**config.mk**
```make
export PLATFORM = sky130hd
export DESIGN_NAME = spi_instruction_fetch_flat
export DESIGN_NICKNAME = d
export VERILOG_FILES = /design/src/rtl/spi_instruction_fetch_if.sv /design/src/rtl/spi_instruction_fetch.sv /design/src/flat_wrapper.sv
export SDC_FILE = /design/constraint.sdc
export NUM_CORES = 1
export LEC_CHECK = 0
export ABC_AREA = 1
export CAP_MARGIN = 5
export CORE_MARGIN = 2
export CORE_UTILIZATION = 53
export DETAILED_ROUTE_END_ITERATION = 10
export GPL_TIMING_DRIVEN = 0
export PLACE_DENSITY = 0.81
export SETUP_SLACK_MARGIN = 0.15
export SLEW_MARGIN = 10
export SYNTH_ARGS = -nofsm -noshare
export SYNTH_HDL_FRONTEND = slang
export SYNTH_SLANG_ARGS = --single-unit
```
**constraint.sdc**
```tcl
create_clock -name clock -period 2.1 [get_ports clock]
set_input_delay 0.525 -clock clock [delete_from_list [all_inputs] [get_ports clock]]
set_output_delay 0.525 -clock clock [all_outputs]
set_load 0.01 [all_outputs]
```
**src/rtl/spi_instruction_fetch_if.sv**
```systemverilog
// Fetch-side handshake between the CPU instruction port and the SPI fetch unit.
//   request     CPU -> fetch  start a fetch (sampled only while the unit is idle)
//   address     CPU -> fetch  byte address of the word to fetch
//   busy        fetch -> CPU  unit is in a transaction (any state but idle)
//   ready       fetch -> CPU  one-cycle pulse, instruction updated this cycle
//   instruction fetch -> CPU  last fetched word, held between fetches
interface spi_instruction_fetch_if #(
    parameter int ADDRESS_WIDTH = 24
);
    logic                     request;
    logic [ADDRESS_WIDTH-1:0] address;
    logic                     busy;
    logic                     ready;
    logic [31:0]              instruction;

    modport master (
        output request, address,
        input  busy, ready, instruction
    );

    modport slave (
        input  request, address,
        output busy, ready, instruction
    );
endinterface

```
**src/rtl/spi_instruction_fetch.sv**
```systemverilog
// SPI NOR instruction fetch unit. On an accepted request it runs one READ
// transaction (opcode, 24-bit word-aligned address, 32 data bits) in SPI
// mode 0 at clock/2 and presents the little-endian word to the CPU.
// Ports:
//   clock, reset_n  single clock, synchronous active-low reset
//   fetch           slave side of spi_instruction_fetch_if
//   spi_cs_n        flash chip select, active low
//   spi_sck         SPI clock (mode 0)
//   spi_mosi        serial data to flash, MSB first
//   spi_miso        serial data from flash
module spi_instruction_fetch #(
    parameter int          ADDRESS_WIDTH     = 24,
    parameter logic [7:0]  READ_COMMAND      = 8'h03,
    parameter logic [31:0] RESET_INSTRUCTION = 32'h0000_0013
) (
    input  logic                    clock,
    input  logic                    reset_n,
    spi_instruction_fetch_if.slave  fetch,
    output logic                    spi_cs_n,
    output logic                    spi_sck,
    output logic                    spi_mosi,
    input  logic                    spi_miso
);

    typedef enum logic [2:0] {IDLE, COMMAND, ADDRESS, DATA, DONE} state_t;

    state_t      state_q, state_d;
    logic        phase_q, phase_d;
    logic [5:0]  bit_cnt_q, bit_cnt_d;
    logic [31:0] tx_q, tx_d;          // {opcode, address}, shifted out MSB first
    logic [31:0] rx_q, rx_d;
    logic [31:0] instruction_q, instruction_d;
    logic        cs_n_q, cs_n_d;
    logic        sck_q, sck_d;
    logic        mosi_q, mosi_d;
    logic        busy_q, busy_d;
    logic        ready_q, ready_d;

    logic [23:0] addr_ext;
    logic [5:0]  last_bit;
    logic        bit_end;

    // Word-aligned, zero-extended flash address.
    assign addr_ext = 24'(fetch.address) & 24'hFF_FFFC;

    // A bit ends at the edge closing its sck-high phase.
    assign bit_end = phase_q && (state_q inside {COMMAND, ADDRESS, DATA});

    always_comb begin
        case (state_q)
            COMMAND: last_bit = 6'd7;
            ADDRESS: last_bit = 6'd23;
            default: last_bit = 6'd31;
        endcase
    end

    // State register
    always_ff @(posedge clock) begin
        if (!reset_n) begin
            state_q       <= IDLE;
            phase_q       <= 1'b0;
            bit_cnt_q     <= '0;
            tx_q          <= '0;
            rx_q          <= '0;
            instruction_q <= RESET_INSTRUCTION;
            cs_n_q        <= 1'b1;
            sck_q         <= 1'b0;
            mosi_q        <= 1'b0;
            busy_q        <= 1'b0;
            ready_q       <= 1'b0;
        end else begin
            state_q       <= state_d;
            phase_q       <= phase_d;
            bit_cnt_q     <= bit_cnt_d;
            tx_q          <= tx_d;
            rx_q          <= rx_d;
            instruction_q <= instruction_d;
            cs_n_q        <= cs_n_d;
            sck_q         <= sck_d;
            mosi_q        <= mosi_d;
            busy_q        <= busy_d;
            ready_q       <= ready_d;
        end
    end

    // Next-state logic
    always_comb begin
        state_d   = state_q;
        phase_d   = phase_q;
        bit_cnt_d = bit_cnt_q;
        case (state_q)
            IDLE: begin
                if (fetch.request) begin
                    state_d   = COMMAND;
                    phase_d   = 1'b0;
                    bit_cnt_d = '0;
                end
            end
            COMMAND, ADDRESS, DATA: begin
                phase_d = ~phase_q;
                if (phase_q) begin
                    if (bit_cnt_q == last_bit) begin
                        bit_cnt_d = '0;
                        case (state_q)
                            COMMAND: state_d = ADDRESS;
                            ADDRESS: state_d = DATA;
                            default: state_d = DONE;
                        endcase
                    end else begin
                        bit_cnt_d = bit_cnt_q + 6'd1;
                    end
                end
            end
            DONE:    state_d = IDLE;
            default: state_d = IDLE;
        endcase
    end

    // Output / datapath logic; every output is registered from its _d value.
    always_comb begin
        tx_d          = tx_q;
        rx_d          = rx_q;
        instruction_d = instruction_q;

        if (state_q == IDLE && fetch.request)
            tx_d = {READ_COMMAND, addr_ext};
        else if (bit_end && state_q inside {COMMAND, ADDRESS})
            tx_d = {tx_q[30:0], 1'b0};

        if (bit_end && state_q == DATA)
            rx_d = {rx_q[30:0], spi_miso};

        ready_d = (state_q == DATA) && (state_d == DONE);
        // First received byte sits in rx[31:24]; it is the word's low byte.
        if (ready_d)
            instruction_d = {rx_d[7:0], rx_d[15:8], rx_d[23:16], rx_d[31:24]};

        cs_n_d = !(state_d inside {COMMAND, ADDRESS, DATA});
        sck_d  = !cs_n_d && phase_d;
        busy_d = (state_d != IDLE);
        // tx only moves at the end of a bit, so mosi is stable while sck is high.
        mosi_d = (state_d inside {COMMAND, ADDRESS}) ? tx_d[31] : 1'b0;
    end

    assign spi_cs_n          = cs_n_q;
    assign spi_sck           = sck_q;
    assign spi_mosi          = mosi_q;
    assign fetch.busy        = busy_q;
    assign fetch.ready       = ready_q;
    assign fetch.instruction = instruction_q;

endmodule

```
**src/flat_wrapper.sv**
```systemverilog
// flat-port wrapper written by rule: the top's interface ports become plain ports
module spi_instruction_fetch_flat 
#(
    parameter int          ADDRESS_WIDTH     = 24,
    parameter logic [7:0]  READ_COMMAND      = 8'h03,
    parameter logic [31:0] RESET_INSTRUCTION = 32'h0000_0013
)
  (clock, reset_n, spi_cs_n, spi_sck, spi_mosi, spi_miso, fetch_request, fetch_address, fetch_busy, fetch_ready, fetch_instruction);
  spi_instruction_fetch_if #(.ADDRESS_WIDTH(ADDRESS_WIDTH)) fetch_i ();
  input  logic clock;
  input  logic reset_n;
  output logic spi_cs_n;
  output logic spi_sck;
  output logic spi_mosi;
  input  logic spi_miso;
  input wire logic [$bits(fetch_i.request)-1:0] fetch_request;
  input wire logic [$bits(fetch_i.address)-1:0] fetch_address;
  output wire logic [$bits(fetch_i.busy)-1:0] fetch_busy;
  output wire logic [$bits(fetch_i.ready)-1:0] fetch_ready;
  output wire logic [$bits(fetch_i.instruction)-1:0] fetch_instruction;
  assign fetch_i.request = fetch_request;
  assign fetch_i.address = fetch_address;
  assign fetch_busy = fetch_i.busy;
  assign fetch_ready = fetch_i.ready;
  assign fetch_instruction = fetch_i.instruction;
  spi_instruction_fetch #(.ADDRESS_WIDTH(ADDRESS_WIDTH), .READ_COMMAND(READ_COMMAND), .RESET_INSTRUCTION(RESET_INSTRUCTION)) u_core (.clock(clock), .reset_n(reset_n), .fetch(fetch_i), .spi_cs_n(spi_cs_n), .spi_sck(spi_sck), .spi_mosi(spi_mosi), .spi_miso(spi_miso));
endmodule
```
==> results.md, run 1 <==
- Status: complete, no violations
- Starting Density: 54.3%
- R2r startpoint: u_core.bit_cnt_q[1]
- Final core occ: 66.6%
- Worst setup margin: 0.283 ns
- Row count: 32
- Vias in the first global route: 3606
- Post-DRT Antenna Nets: 0
- Min-Delay Path Class: reg2reg
- Critical path's largest stage delay: 0.39 ns
- Max Transition Viols Final: 0
- Part of the Yosys area used for sequential elements: 52.3%
- Synth Register Bits: 109
- Hold path depth: 2
- Hold Path End: u_core.tx_q[30]
- Fin area: 5120 µm²
- Clock Latency Late Sink: 0.36 ns
- Gate count of the mapped netlist: 506
- Number of diodes: 0
- Synth Area per Inst: 8.24 µm²
- Hold path startpoint: u_core.tx_q[29]
- Worst slack, placed: -0.302 ns
- Worst-margin pin slew: 0.481 ns
- H-tree depth: 3
- Post-DP HPWL: 6590 µm
- Reg2reg setup slack: 0.28 ns
- Post-route clock skew: 0.0105 ns
- Clock power share: 33.5%
- Placed Area: 4920 µm²
- Required time of the critical path: 2.35 ns
- PwrDens: 694 nW/µm²
- First-pass GRT wire length: 16100 µm
- Clock sinks: 109
- Combinational share of power: 6.5%
- CTS tree: done
- Total power: 3.55 mW
- CP cell instances: ha_1, inv_1, nor2_1, nand2_1, nor2_4, and2_4, nand2_8, inv_4, buf_6, buf_8, a21oi_2
- Max cap viols: 0
- Clk slew on worst S/H paths: 0.10 ns
- Synth Warn #: 0
- PortBufs: 62
- First drt pass iteration count: 4
- Post-route insts no fill: 686
- Total CTS buffers: 9
- Post-CTS Setup Inserts: 0
- Pint: 2.71 mW
- Worst setup SP type: flop
- Seq pwr share: 60.0%
- Critical Path Sink Type: flop
- Setup violations, final: 0
- Switching pwr: 0.840 mW
- Placed insts: 670
- Maximum root-to-sink buffer count: 2
- RSZ-0062 raised after global routing: no
- Leak: 2.00 nW
- R2r worst-path depth: 11
- Pin count of the biggest net entering global routing: 18
- FF-to-FF End: u_core.fetch.instruction[14]
- Critical Path AT: 2.07 ns
- Worst path buffer plus inverter count: 4
- DRC Markers: 0
- Io pins: 65
- Core Area: 7690 µm²
- Net count after synthesis: 535
- Vias/cell: 5.22
- Netlist area before placement: 4170 µm²
- Die area: 8600 µm²
- Maximum achievable frequency: 550 MHz
- Total GRT Usage: 23.4%
- Clock period minus worst slack: 1.82 ns
- Die X-Extent: 92.7 µm
- Slew HR: 67.9%
- Hold Fails Final Rpt: 0
- Post-layout net count: 608
- Sw frac: 23.6%
- Clk root buf: clkbuf_8
- Netlist cell types: 33
- Max VDD drop: 0.000499 V
- Initial DRC count: 264
- Layout area overhead: 22.6%
- Die height: 92.7 µm
- Critical Path Slowest Stage Cell: dfxtp_1
- Via count: 3583
- Avg WL per Cell: 13.4 µm
- CP top delay family: simple AND/OR/NAND/NOR gates
- Crit-path max FO: 10
- Antenna violations before repair: 0
- CP Class: reg2reg
- Routability cong.: 0.882
- Tcrit/Tclk final: 86.5%
- # fillers: 626
- Total Wirelength: 9190 µm
- Grt total ovfl: 0
- Share of layout cells above drive strength 1: 13.0%
-- cells in the final DEF, fill, tap and decap left out --
| cell | n |
|---|---|
| nand4_1 | 2 |
| clkinv_2 | 1 |
| dfxtp_1 | 109 |
| nand3_2 | 1 |
| buf_2 | 5 |
| nand2_2 | 5 |
| inv_1 | 31 |
| ha_1 | 1 |
| inv_4 | 1 |
| a21oi_1 | 22 |
| clkbuf_1 | 10 |
| a31oi_1 | 22 |
| buf_4 | 6 |
| xor2_1 | 1 |
| buf_8 | 2 |
| a221oi_1 | 2 |
| clkbuf_8 | 11 |
| clkbuf_2 | 4 |
| a21oi_2 | 21 |
| inv_8 | 1 |
| o21ai_0 | 36 |
| mux2i_1 | 6 |
| nor3_2 | 1 |
| o21a_1 | 1 |
| nand3_1 | 9 |
| nand2_8 | 1 |
| a211oi_1 | 1 |
| nor2_4 | 2 |
| nand4_2 | 1 |
| buf_6 | 2 |
| clkdlybuf4s50_1 | 62 |
| nor2_1 | 51 |
| o21ai_1 | 30 |
| inv_2 | 6 |
| nor2_2 | 2 |
| nor3_1 | 4 |
| clkinvlp_4 | 2 |
| nand2_1 | 108 |
| and2_4 | 1 |
-- power by group through the flow --
stage                     logic, mW  clock network [mW]  registers (mW)
after floorplan               0.132                   0            2.18
after global placement        0.223                   0            2.18
after detailed placement      0.228                   0            2.18
after CTS                     0.231                1.21            2.13
after global routing          0.260                1.30            2.14
final                         0.231                1.19            2.13
-- worst max path at each step --
stage / startpoint / end / cells past startpoint
after detailed placement: reset_n / u_core.rx_q[2] / 5
after floorplan: u_core.bit_cnt_q[0] / u_core.fetch.instruction[11] / 11
final: u_core.bit_cnt_q[1] / u_core.fetch.instruction[14] / 11
after CTS: reset_n / u_core.rx_q[4] / 5
after global routing: u_core.bit_cnt_q[1] / u_core.fetch.instruction[16] / 11
after global placement: reset_n / u_core.rx_q[31] / 5
-- flip-flops by register name, indices dropped and copies added (netlist names) --
register                  flops
u_core.bit_cnt_q              6
u_core.rx_q                  32
u_core.spi_sck                1
u_core.fetch.busy             1
u_core.spi_cs_n               1
u_core.fetch.instruction     32
u_core.phase_q                1
u_core.state_q                3
u_core.spi_mosi               1
u_core.fetch.ready            1
u_core.tx_q                  30
-- metrics by stage --
stage                     hold WS (ns)  TNS [ns]
after CTS                        0.468         0
after detailed placement         0.461    -11.56
after global routing             0.501         0
after global placement           0.438    -11.42
final                            0.472         0
after floorplan                  0.430         0
-- routing by layer --
metal / wire length (µm) / track usage [%] / up-vias
met5: 0 / 0 / -
met4: 108 / 7.84 / 0
met3: 432 / 5.61 / 10
met2: 4600 / 39.5 / 94
met1: 4040 / 29.5 / 1671
li1: - / - / 1808
-- Yosys cell counts --
cell type	count	area share (%)
dfxtp_1	109	52
nand2_1	108	9.7
nor2_1	51	4.6
o21ai_0	36	4.3
inv_1	31	2.8
o21ai_1	30	3.6
a21oi_1	22	2.6
a31oi_1	22	3.3
a21oi_2	21	4.4
clkbuf_1	13	1.2
nand3_1	9	1.1
buf_4	6	1.1
inv_2	6	0.54
mux2i_1	6	1.4
buf_2	5	0.60
nand2_2	5	0.75
nor3_1	4	0.48
nor2_2	3	0.45
a221oi_1	2	0.42
buf_6	2	0.54
buf_8	2	0.72
nand4_1	2	0.30
a211oi_1	1	0.18
and2_4	1	0.21
ha_1	1	0.30
inv_4	1	0.15
nand2_8	1	0.48
nand3_2	1	0.24
nand4_2	1	0.30
nor2_4	1	0.27
nor3_2	1	0.24
o21a_1	1	0.18
xor2_1	1	0.21
-- area by class of cell --
class / count / area [µm²] / area share (%)
inverter: 38 / 145 / 2.84
multi-input combinational: 331 / 1680 / 32.8
buffer: 28 / 176 / 3.45
sequential: 109 / 2180 / 42.7
clock buffer: 12 / 155 / 3.03
timing repair buffer: 62 / 621 / 12.1
clock inverter: 4 / 31.3 / 0.611
tap: 102 / 128 / 2.49
-- kinds of logic (layout without fill, tap and decap cells) --
kind of cell,Yosys count,in the layout,synth area share (%)
AOI/OAI and AO/OA,135,135,19.0
DFF,109,109,52.3
adders and majority gates,1,1,0.300
muxes,6,6,1.44
and+or+nand+nor,188,188,19.1
buffers and inverters,66,144,7.59
xor gates and xnor gates,1,1,0.210
-- tightest hold or removal path, stage by stage, from the launching register on --
cell	delay (ns)
dfxtp_1	0.31
inv_1	0.07
a21oi_1	0.06
-- repair_timing --
item	CTS	global route
cloned	0	0
gates resized for setup	3	3
hold buffers	0	0
pin swaps	0	0
endpoints found under the setup margin	21	41
Note: power is estimated with default switching activity, not from simulation.
==> inputs of run 2 (changes only) <==
- RECOVER_POWER: default -> 25
- SETUP_SLACK_MARGIN: 0.15 -> 0.5
==> run 2 against run 1 <==
Effect of this change: register-to-register slack gained 0.09 ns; design area grew 6.4%; fmax grew 0.60%; worst setup slack gained 0.011 ns; sequential share of layout area shrank 2.2 points; routed wire length grew 11%; via count grew 5.3%; largest power group unchanged; highest routed layer unchanged.
==> results.md, run 2 (synthesized netlist as in run 1, its figures left out) <==
- Status: complete, no violations (unchanged)
- Clock Latency Late Sink: 0.37 ns (was 0.36 ns)
- CP cell instances: dlygate4sd2_1, inv_1, clkbuf_1, clkbuf_1, nor2_1 (was ha_1, inv_1, nor2_1, nand2_1, nor2_4, and2_4, nand2_8, inv_4, buf_6, buf_8, a21oi_2)
- Tcrit/Tclk final: 86.0% (was 86.5%)
- Critical Path Sink Type: flop (unchanged)
- RSZ-0062 raised after global routing: yes (was no)
- Post-DP HPWL: 6590 µm (unchanged)
- PortBufs: 62 (unchanged)
- Critical Path Slowest Stage Cell: clkbuf_1 (was dfxtp_1)
- Core Area: 7690 µm² (unchanged)
- Post-route clock skew: 0.0117 ns (was 0.0105 ns)
- Maximum root-to-sink buffer count: 2 (unchanged)
- CP Class: in2reg (was reg2reg)
- Layout area overhead: 30.4% (was 22.6%)
- Most frequent CP cell: clkbuf_1
- Die area: 8600 µm² (unchanged)
- Io pins: 65 (unchanged)
- Die X-Extent: 92.7 µm (unchanged)
- Pin count of the biggest net entering global routing: 18 (unchanged)
- Max Transition Viols Final: 0 (unchanged)
- Placed Area: 4920 µm² (unchanged)
- Grt total ovfl: 0 (unchanged)
- Clk slew on worst S/H paths: 0.10 ns (about the same)
- Min-Delay Path Class: reg2reg (unchanged)
- Antenna violations before repair: 0 (unchanged)
- Via count: 3773 (was 3583)
- Worst setup SP type: input pin (was flop)
- Number of diodes: 0 (unchanged)
- Total power: 3.61 mW (was 3.55 mW)
- Clock sinks: 109 (unchanged)
- Critical Path AT: 2.06 ns (was 2.07 ns)
- Vias/cell: 5.37 (was 5.22)
- Total GRT Usage: 24.7% (was 23.4%)
- WP depth: 5 (was 11)
- First drt pass iteration count: 4 (unchanged)
- Crit-path max FO: 10 (unchanged)
- Routability cong.: 0.882 (unchanged)
- Initial DRC count: 230 (was 264)
- CP top delay family: buffers and inverters (was simple AND/OR/NAND/NOR gates)
- Max cap viols: 0 (unchanged)
- Most common cell after layout, fill and taps aside: nand2_1 (was dfxtp_1)
- Fin area: 5440 µm² (was 5120 µm²)
- Required time of the critical path: 2.35 ns (about the same)
- Hold Fails Final Rpt: 0 (unchanged)
- Worst setup margin: 0.293 ns (was 0.283 ns)
- Critical path's largest stage delay: 0.48 ns (was 0.39 ns)
- H-tree depth: 3 (unchanged)
- Most frequent cells in the layout: nand2_1, dfxtp_1, nor2_1 (was dfxtp_1, nand2_1, clkdlybuf4s50_1)
- Starting Density: 54.3% (unchanged)
- Hold path startpoint: u_core.tx_q[25] (was u_core.tx_q[29])
- Post-route insts no fill: 703 (was 686)
- Vias in the first global route: 3678 (was 3606)
- Die height: 92.7 µm (unchanged)
- R2r worst-path depth: 10 (was 11)
- Row count: 32 (unchanged)
- Hold buffer count at CTS: 0 (unchanged)
- Maximum achievable frequency: 554 MHz (was 550 MHz)
- Slew HR: 59.6% (was 67.9%)
- Leak: 2.27 nW (was 2.00 nW)
- Hold path depth: 2 (unchanged)
- Setup violations, final: 0 (unchanged)
- Post-DRT Antenna Nets: 0 (unchanged)
- Clock period minus worst slack: 1.81 ns (was 1.82 ns)
- Placed insts: 670 (unchanged)
- Worst path buffer plus inverter count: 4 (unchanged)
- R2r startpoint: u_core.state_q[0] (was u_core.bit_cnt_q[1])
- Crit path launch: reset_n (was u_core.bit_cnt_q[1])
- First-pass GRT wire length: 17000 µm (was 16100 µm)
- Total CTS buffers: 9 (unchanged)
- CTS tree: done (unchanged)
- Worst slack, placed: -0.302 ns (unchanged)
- Max VDD drop: 0.000581 V (was 0.000499 V)
- Clk root buf: clkbuf_8 (unchanged)
- Final core occ: 70.8% (was 66.6%)
- Avg WL per Cell: 14.5 µm (was 13.4 µm)
- Worst-margin pin slew: 0.605 ns (was 0.481 ns)
- PwrDens: 663 nW/µm² (was 694 nW/µm²)
- DRC Markers: 0 (unchanged)
- Total Wirelength: 10200 µm (was 9190 µm)
- Share of layout cells above drive strength 1: 19.1% (was 13.0%)
- Post-layout net count: 625 (was 608)
## run 2: cell types whose count changed in the layout (fill, tap and decap cells not counted), sizes merged
cell,change
clkbuf,-1
dlygate4sd2,+37
clkdlybuf4s50,-38
buf,+18
clkinv,+1
clkdlybuf4s15,+1
inv,-1
## run 2: path summary, 6_finish.rpt
check,end,slack (ns)
max,u_core.fetch.ready,0.29
min,u_core.tx_q[26],0.46
max reg2reg,u_core.tx_q[17],0.37
min reg2reg,u_core.tx_q[26],0.46
## run 2: per-stage QoR
step	setup TNS, ns	hold WS [ns]
global route	0	0.500
floorplan	0	0.430
CTS	0	0.468
finish	0	0.461
detailed placement	-11.56	0.461
global placement	-11.42	0.438
## run 2: power breakdown
| part | internal [mW] | leakage, nW | switching (mW) | total (mW) |
|---|---|---|---|---|
| Combinational | 0.122 | 1.29 | 0.146 | 0.268 |
| Clock | 0.504 | 0.0905 | 0.702 | 1.21 |
| Sequential | 2.11 | 0.887 | 0.0270 | 2.13 |
## run 2: per-layer routing
| metal | vias up | GRT usage [%] | wire, µm |
|---|---|---|---|
| met5 | - | 0 | 0 |
| met4 | 0 | 6.86 | 142 |
| met3 | 12 | 5.29 | 432 |
| met2 | 102 | 43.4 | 5170 |
| met1 | 1816 | 30.7 | 4480 |
| li1 | 1843 | - | - |
## run 2: timing repair
item	CTS	global route
pin swaps	5	7
buffers inserted	8	5
gates resized for setup	73	37
gates cloned	2	2
setup endpoints to repair	123	62
## run 2: area by class of cell
type / instances / area (µm²)
Clock buffer: 12 / 155
Multi-Input combinational cell: 331 / 1790
Buffer: 28 / 215
Fill cell: 584 / 2250
Sequential cell: 109 / 2200
Tap cell: 102 / 128
Clock inverter: 4 / 31.3
Inverter: 38 / 158
Timing Repair Buffer: 79 / 769
## run 2: tightest hold or removal path, stage by stage (launching register included)
cell	delay [ns]
dfxtp_1	0.31
inv_1	0.06
a21oi_1	0.06
==> inputs of run 3 (changes only) <==
- CTS_CLUSTER_DIAMETER: default -> 120
==> results of run 3 <==
The final DEF is identical to that of run 2; final timing and power are the same.
==> variant: new RTL, flow settings as in run 3 <==
`ADDRESS_WIDTH` is set to 24 in 3 places; all go to 16.
--- a/src/rtl/spi_instruction_fetch_if.sv
+++ b/src/rtl/spi_instruction_fetch_if.sv
@@ -7,3 +7,3 @@
 interface spi_instruction_fetch_if #(
-    parameter int ADDRESS_WIDTH = 24
+    parameter int ADDRESS_WIDTH = 16
 );
--- a/src/rtl/spi_instruction_fetch.sv
+++ b/src/rtl/spi_instruction_fetch.sv
@@ -11,3 +11,3 @@
 module spi_instruction_fetch #(
-    parameter int          ADDRESS_WIDTH     = 24,
+    parameter int          ADDRESS_WIDTH     = 16,
     parameter logic [7:0]  READ_COMMAND      = 8'h03,
--- a/src/flat_wrapper.sv
+++ b/src/flat_wrapper.sv
@@ -3,3 +3,3 @@
 #(
-    parameter int          ADDRESS_WIDTH     = 24,
+    parameter int          ADDRESS_WIDTH     = 16,
     parameter logic [7:0]  READ_COMMAND      = 8'h03,
Ports: changed (resized fetch_address); port bits go from 65 to 57. The function was not compared with the original's and may differ.
==> variant against run 3 <==
Worst setup slack worse by 0.059 ns. Synthesized area down 0.75%. Final cell count down 0.57%. Design area down 0.97%. Hold slack better by 0.0073 ns. Power down 0.48%. Critical path depth unchanged. Via count down 3.8%. Combinational power down 23%. Sequential cell count unchanged. Wire length down 2.4%. Non-clock buffer count down 8. Sequential share of layout area up 0.21 points. Critical endpoint is now u_core.rx_q[18]. Highest routed layer unchanged.
==> variant: results (changes against run 3) <==
** Finish
- Clock distribution area overhead in the final layout :: 3.69% (+0.27 points)
- Count of plain and timing-repair buffers in the layout :: 99 (-7.5%)
- The register fraction of the total cell area was 40.6% (+0.21 points).
- The count of non-CTS inverters in the layout is 46 (+21%).
- Post-layout net count :: 613 (-1.9%)
- Ratio of cells with drive above 1 in the final layout :: 20.8% (+1.6 points)
- Layout overhead on the synthesized area :: 30.2%
- Count of multi-input combinational gates :: 327 (-1.2%)
- The number of clock buffer instances in the layout is 10 (-2).
- The combined area of the multi-input logic cells is 0.00177 mm² (-0.63%).
- The fill cell total of the finished layout came to 564 (-3.4%).

** Power
- The maximum vdd ir drop is 0.609 mV (+4.8%).
- The static leakage power was 2.27 nW (-0.17%).

** Global route
- Largest net degree at the start of global routing :: 19 (+1)
- The via count of the first global-routing pass is 3496 (-4.9%).
- Wire length of the first global-routing pass :: 16.0 mm (-5.9%)

** Placed design
- The routability-driven placement congestion ratio is 0.798 (-9.5%).
- Number of I/O port buffers :: 54 (-13%)
- The detailed placer's ending HPWL is 6.24 mm (-5.2%).

** Floorplan
- The area of the die came to 0.00853 mm² (-0.71%).

** Synthesis
- Synth Net Count :: 534 (-0.19%)
- Register area share after synthesis :: 52.7% (+0.40 points)
- In the synthesized netlist, the cells that appear most often are sky130_fd_sc_hd__dfxtp_1, sky130_fd_sc_hd__nand2_1, sky130_fd_sc_hd__nor2_1, sky130_fd_sc_hd__o21ai_0, sky130_fd_sc_hd__inv_1.
- By area the synthesized netlist is led by sky130_fd_sc_hd__dfxtp_1, sky130_fd_sc_hd__nand2_1, sky130_fd_sc_hd__o21ai_0, sky130_fd_sc_hd__nor2_1, sky130_fd_sc_hd__a21oi_2.
- Number of distinct library cell variants in the gate-level netlist after synthesis :: 32 (-3.0%)

** STA
- Final-report setup violation count :: 0 (unchanged)
- The worst-case clock skew is 0.00817 ns (-0.00356 ns).
- The worst relative slew slack came to 46.0% (-14 points).

** Routing
- Vias per cell :: 5.19 (-3.2%)
- Wirelength, routed :: 9.97 mm (-2.4%)
- The count of routing violations after the opening detailed-route iteration was 195 (-15%).

** Setup path
- Data arrival at the endpoint of the critical path :: 2.11 ns (+0.05 ns)
- FF-to-FF setup slack :: 0.24 ns (-0.13 ns)

** Clock network
- The setup fix buffers added after clock tree synthesis was 7 (-1).
- Number of gates resized after CTS :: 93 (+27%)

** Run status
- The flow ran to the end, and the final reports show no timing, DRC or antenna violations.
## variant: path summary, 6_finish.rpt
kind / start / end / cells after the start
min reg2reg: u_core.tx_q[19] / u_core.tx_q[19] / 2
max: reset_n / u_core.rx_q[18] / 5
max reg2reg: u_core.phase_q / u_core.fetch.instruction[8] / 6
min: u_core.tx_q[19] / u_core.tx_q[19] / 2
## variant: logic make-up (layout without fill, tap and decap cells)
group	Yosys count	after routing	share of synthesized area (%)
fa+ha+maj	1	1	0.302
simple gates	183	183	17.6
flops	109	109	52.7
xor+xnor	1	1	0.212
buf+inv	77	161	8.79
compound gates	142	142	20.4
## variant: critical path, cell delays in order
cell and delay [ns]:
sky130_fd_sc_hd__dlygate4sd2_1 0.33, sky130_fd_sc_hd__clkinv_2 0.15, sky130_fd_sc_hd__clkbuf_1 0.54, sky130_fd_sc_hd__clkbuf_1 0.45, sky130_fd_sc_hd__nor2_1 0.11
## variant: per-stage QoR
step | power (mW) | cells | hold WS (ns) | worst slack (ns)
final | 3.59 | 699 | 0.469 | 0.234
after global routing | 3.73 | 699 | 0.492 | 0.112
after CTS | 3.60 | 694 | 0.471 | 0.309
after detailed placement | 2.35 | 669 | 0.456 | -0.381
after global placement | 2.35 | 669 | 0.446 | -0.374
after floorplan | 2.28 | 513 | 0.430 | 0.373
## variant: power by group
part / switching, mW / internal (mW) / leakage (nW) / total [mW]
combinational: 0.125 / 0.0822 / 1.28 / 0.207
sequential: 0.0164 / 2.10 / 0.885 / 2.12
clock: 0.702 / 0.565 / 0.0988 / 1.27
total: 0.844 / 2.75 / 2.27 / 3.59
## variant: metal layers
metal / GRT usage (%) / vias up / share of wire [%]
li1: - / 1825 / -
met1: 28.6 / 1717 / 45
met2: 40.2 / 75 / 51
met3: 6.02 / 14 / 3.1
met4: 8.46 / 0 / 1.2
met5: 0 / - / 0
